**src/rtl/stage_writeback.sv**
```systemverilog
// Writeback stage: accepts retired instructions, waits for load data, and drives the register-file write port.
// Optional macro WB_INSTRET_COUNTER_EN adds a 64-bit retired-instruction counter on o_instret_WB.
module stage_writeback #(
   parameter int DATA_WIDTH  = 32,
   parameter int INDEX_WIDTH = 4
) (
   input  logic                   clk,
   input  logic                   i_rst_WB,
   input  logic                   i_valid_MEM,
   output logic                   o_ready_WB,
   input  logic                   i_reg_write_MEM,
   input  logic [INDEX_WIDTH-1:0] i_rd_MEM,
   input  logic [1:0]             i_result_src_MEM,
   input  logic [2:0]             i_funct3_MEM,
   input  logic [DATA_WIDTH-1:0]  i_alu_result_MEM,
   input  logic [DATA_WIDTH-1:0]  i_pc_plus4_MEM,
   input  logic                   i_load_rvalid,
   input  logic [DATA_WIDTH-1:0]  i_load_rdata,
   output logic [DATA_WIDTH-1:0]  o_data_WB,
   output logic [INDEX_WIDTH-1:0] o_rd_WB,
   output logic                   o_write_en_WB,
   output logic                   o_retire_WB,
   output logic [63:0]            o_instret_WB
);

   typedef enum logic [1:0] {IDLE, WAIT_LOAD, WRITE} state_t;

   state_t                 state;
   logic                   cap_reg_write;
   logic [INDEX_WIDTH-1:0] cap_rd;
   logic [1:0]             cap_src;
   logic [2:0]             cap_funct3;
   logic [DATA_WIDTH-1:0]  cap_alu;
   logic [DATA_WIDTH-1:0]  cap_pc4;
   logic                   accept;

   assign o_ready_WB = i_rst_WB && (state != WAIT_LOAD);
   assign accept     = i_valid_MEM && o_ready_WB;

   function automatic logic [DATA_WIDTH-1:0] extract(input logic [2:0] f3, input logic [1:0] off,
                                                     input logic [DATA_WIDTH-1:0] w);
      logic [7:0]  b;
      logic [15:0] h;
      b = w[{off, 3'b000} +: 8];
      h = w[{off[1], 4'b0000} +: 16];
      case (f3)
         3'b000:  return {{(DATA_WIDTH-8){b[7]}}, b};
         3'b100:  return {{(DATA_WIDTH-8){1'b0}}, b};
         3'b001:  return {{(DATA_WIDTH-16){h[15]}}, h};
         3'b101:  return {{(DATA_WIDTH-16){1'b0}}, h};
         default: return w;
      endcase
   endfunction

   function automatic logic [DATA_WIDTH-1:0] select(input logic [1:0] src, input logic [DATA_WIDTH-1:0] alu,
                                                    input logic [DATA_WIDTH-1:0] pc4,
                                                    input logic [DATA_WIDTH-1:0] ld);
      case (src)
         2'b01:   return ld;
         2'b10:   return pc4;
         default: return alu;
      endcase
   endfunction

   // Non-loads write straight from the inputs at the accept edge; loads write from the captured fields.
   always_ff @(posedge clk) begin
      if (!i_rst_WB) begin
         state         <= IDLE;
         o_data_WB     <= '0;
         o_rd_WB       <= '0;
         o_write_en_WB <= 1'b0;
         o_retire_WB   <= 1'b0;
         cap_reg_write <= 1'b0;
         cap_rd        <= '0;
         cap_src       <= '0;
         cap_funct3    <= '0;
         cap_alu       <= '0;
         cap_pc4       <= '0;
      end else begin
         o_retire_WB   <= 1'b0;
         o_write_en_WB <= 1'b0;
         case (state)
            IDLE, WRITE: begin
               if (accept) begin
                  cap_reg_write <= i_reg_write_MEM;
                  cap_rd        <= i_rd_MEM;
                  cap_src       <= i_result_src_MEM;
                  cap_funct3    <= i_funct3_MEM;
                  cap_alu       <= i_alu_result_MEM;
                  cap_pc4       <= i_pc_plus4_MEM;
                  if (i_result_src_MEM == 2'b01) begin
                     state <= WAIT_LOAD;
                  end else begin
                     state         <= WRITE;
                     o_retire_WB   <= 1'b1;
                     o_write_en_WB <= i_reg_write_MEM && (i_rd_MEM != '0);
                     o_rd_WB       <= i_rd_MEM;
                     o_data_WB     <= select(i_result_src_MEM, i_alu_result_MEM, i_pc_plus4_MEM, '0);
                  end
               end else begin
                  state <= IDLE;
               end
            end
            WAIT_LOAD: begin
               if (i_load_rvalid) begin
                  state         <= WRITE;
                  o_retire_WB   <= 1'b1;
                  o_write_en_WB <= cap_reg_write && (cap_rd != '0);
                  o_rd_WB       <= cap_rd;
                  o_data_WB     <= select(cap_src, cap_alu, cap_pc4,
                                          extract(cap_funct3, cap_alu[1:0], i_load_rdata));
               end
            end
            default: state <= IDLE;
         endcase
      end
   end

`ifdef WB_INSTRET_COUNTER_EN
   logic [63:0] instret;

   always_ff @(posedge clk) begin
      if (!i_rst_WB)
         instret <= '0;
      else if (o_retire_WB)
         instret <= instret + 64'd1;
   end

   assign o_instret_WB = instret;
`else
   assign o_instret_WB = '0;
`endif

endmodule
```
**config.mk**
```make
export PLATFORM = sky130hd
export DESIGN_NAME = stage_writeback
export DESIGN_NICKNAME = d
export VERILOG_FILES = /design/src/rtl/stage_writeback.sv
export SDC_FILE = /design/constraint.sdc
export NUM_CORES = 1
export LEC_CHECK = 0
export ABC_AREA = 1
export BUFFER_PORTS_ARGS = -buffer_cell sky130_fd_sc_hd__buf_4
export CAP_MARGIN = 20
export CORE_ASPECT_RATIO = 1.75
export CORE_UTILIZATION = 52
export CTS_CLUSTER_SIZE = 24
export DETAILED_ROUTE_END_ITERATION = 8
export PLACE_DENSITY = 0.88
export SKIP_LAST_GASP = 1
export SYNTH_ARGS = -nofsm -noshare
export SYNTH_HDL_FRONTEND = slang
export SYNTH_SLANG_ARGS = --single-unit
```
**constraint.sdc**
```tcl
create_clock -name clk -period 1.9 [get_ports clk]
set_clock_uncertainty 0.1 [all_clocks]
set_input_delay 0.19 -clock clk [delete_from_list [all_inputs] [get_ports clk]]
set_output_delay 0.19 -clock clk [all_outputs]
set_load 0.05 [all_outputs]
```
==> key figures <==
Run status
  • Outcome: complete, but fails checks
  • Failing checks: DRC

Setup path
  • WP data required: 2.13 ns
  • CP Cell Sequence: dlygate4sd3_1 > buf_4 > inv_2 > nand2_1 > nand2_1 > nor2_8 > nor2_8 > buf_4 > nor2_1 > a21oi_1
  • RR Startpoint: state[0]
  • Crit Path Class: in2reg
  • Critical Path Max Stage Delay: 0.53 ns
  • WP data arrival: 2.01 ns
  • CP startpoint: i_result_src_MEM[1]
  • R2R setup slack: 0.18 ns
  • Worst Setup End Kind: register
  • Worst R2R End: o_data_WB[10]
  • CP max FO: 25
  • Register-to-Register Path Depth: 9
  • Critical Path Slowest Stage Cell: dlygate4sd3_1
  • Startpoint types: input pin

Power
  • Power Density: 889.1 mW/mm^2
  • Pleak: 3.921 nW
  • Gate power share: 24.2%
  • VDD IR max: 0.8037 mV
  • Clock power frac: 42.1%
  • Sequential group share of total power: 33.6%
  • Internal power: 5.355 mW
  • Net Sw Power: 2.484 mW
  • Sw Ratio: 31.68%
  • Total power: 7.839 mW

Place
  • RePlAce Congestion: 0.9258
  • DP Area: 0.007501 sq mm
  • # port buffers: 148
  • HPWL after DPL: 13470 um
  • Dpl ws: 0.2509 ns
  • Dpl cells: 1284

STA
  • Final hold vios: 0
  • RSZ-0062 raised after global routing: no
  • Final setup fails: 0
  • Max Freq: 0.5604 GHz
  • Worst setup margin: 0.1157 ns
  • Min Hold Slack: 0.004032 ns
  • Final slew viol count: 0
  • Tcrit/Tclk final: 93.91%
  • Worst-margin pin slew: 0.6951 ns
  • Relative slew slack: 53.66%
  • Setup TNS Final: 0 ns
  • Period minus WS final: 1.784 ns

Route
  • Remaining antenna violation count after routing: 0
  • DR iter-0 viols: 587
  • Post-Route WL: 21910 um
  • DRC violations left: 1
  • DRT Pass-1 Iters: 7
  • Via count: 7541
  • Vias/cell: 5.445
  • Avg WL per Cell: 15.82 um

Hold path
  • Worst Hold Launch: i_alu_result_MEM[19]
  • Hold EP: cap_alu[19]
  • Worst hold path class: in2reg
  • WHS Path Cells: 3

Yosys
  • Mapped Cells: 1018
  • Post-synthesis mux area share: 0%
  • Main combinational cell family by area after synthesis: simple AND/OR/NAND/NOR gates
  • Sequential share of the synthesized area: 34.62%
  • Synth Area in Adders: 0.3796%
  • Compound-Gate Fraction of Synth Area: 23.67%
  • #FFs+latches synth: 114
  • Synth Area in XOR/XNOR: 0%
  • Post-Syn Area: 0.006593 sq mm
  • Ys Warns: 0
  • Synth Area in Simple Gates: 24.75%
  • Average size of a mapped cell: 6.476 sq um
  • Synth unique cells: 30

Cells and area
  • Layout cells sized above 1: 18.08%
  • Finished Layout Cells: 1385
  • Synthesis-to-layout area growth: 33.74%
  • Post-route cell area: 0.008817 sq mm
  • Final nets: 1317
  • Ant diodes: 0
  • Final core utilization: 70.92%
  • Most common cell after layout, fill and taps aside: nand2_1
  • Most frequent cells in the layout: 203 x nand2_1, 180 x a21oi_1, 166 x nor2_1, 162 x buf_4, 114 x dfxtp_1

Global route
  • Vias in the first global route: 6888
  • Global route overflow: 0
  • Total Routing Usage GR: 33.15%
  • First-pass GRT wire length: 33700 um
  • Largest net degree at the start of global routing: 77
  • Initial antenna violation count: 0

Floorplanning
  • Std-Cell Rows: 54
  • Chip width: 87.12 um
  • Die Y: 151.0 um
  • Die area: 0.01315 sq mm
  • # IOs: 213
  • Core Footprint: 0.01243 sq mm
  • Initial core utilization: 53.03%

Clock network
  • CTS root buf: clkbuf_16
  • Clock Latency Late Sink: 0.41 ns
  • CTS Buf Count: 17
  • Clock slew at reported path FFs: 0.05 ns
  • Clk sink count: 114
  • Htree depth: 4
  • Post-CTS Setup Repair Bufs: 0
  • Max Buffers Root-to-Sink: 2
  • CTS tree: done

Flow run
  • Max-Cap Viols: 0
## area by class of cell
type | instances | area, sq um
inverter | 60 | 235.2
multi-input combinational | 775 | 3460
timing repair buffer | 237 | 2017
clock inverter | 9 | 128.9
tap | 168 | 210.2
clock buffer | 22 | 484.2
sequential | 114 | 2282
fill | 945 | 3615
## sequential cells by signal (all words and copies together) (netlist names)
name,count
cap_funct3,3
o_retire_WB,1
cap_pc4,32
o_data_WB,32
cap_rd,4
cap_alu,32
cap_reg_write,1
cap_src,2
state,2
o_write_en_WB,1
o_rd_WB,4
## Yosys cell counts, drive strengths merged
cell type	n	area (sq um)
a211oi	4	30.03
a21oi	180	900.9
and2	3	18.77
buf	92	705.7
clkbuf	40	151.4
clkinv	1	8.760
conb	1	3.750
dfxtp	114	2282
ha	2	25.02
inv	59	224.0
nand2	209	824.5
nand3	14	70.07
nand3b	1	7.510
nand4	1	6.260
nor2	172	698.2
nor4	1	6.260
o21ai	117	585.6
o22ai	7	43.79
## what timing repair did
action | CTS | global route
hold endpoints to repair | 72 | 0
hold buffers | 70 | 0
gates resized for setup | 0 | 1
endpoints found under the setup margin | 0 | 1
## logic make-up (layout without fill, tap and decap cells)
| group | count (synthesis) | count (layout) |
|---|---|---|
| DFF | 114 | 114 |
| AOI/OAI and AO/OA | 308 | 308 |
| adders and majority gates | 2 | 2 |
| and+or+nand+nor | 401 | 401 |
| other | 1 | 64 |
| buffers and inverters | 192 | 328 |
## power groups by stage
stage	Combinational, mW	Clock [mW]	Sequential, mW
after detailed placement	1.73	0	2.68
final	1.90	3.30	2.64
after global routing	2.04	3.42	2.65
after floorplan	1.13	0	2.87
after global placement	1.71	0	2.67
after CTS	1.85	3.29	2.63
## critical path, delay by kind of cell
family	cells	cell delay, ns
AND/OR/NAND/NOR	5	0.53
AO/OA/AOI/OAI	1	0.21
buffers and inverters	4	1.08
## per-layer routing
metal | GRT usage (%) | wire length [um] | part of all wire, %
met4 | 21.31 | 1224 | 5.6
met1 | 37.79 | 8019 | 37
met3 | 5.341 | 1755 | 8.0
met5 | 0 | 0 | 0
met2 | 56.73 | 10910 | 50
## worst max-delay path by stage
stage                                to  slack, ns
after floorplan           o_data_WB[10]       0.26
after global placement     o_data_WB[1]       0.27
after detailed placement  o_data_WB[29]       0.25
after CTS                 o_data_WB[29]       0.20
after global routing      o_data_WB[10]       0.05
final                     o_data_WB[10]       0.12
Power figures use the tool's default switching activity.
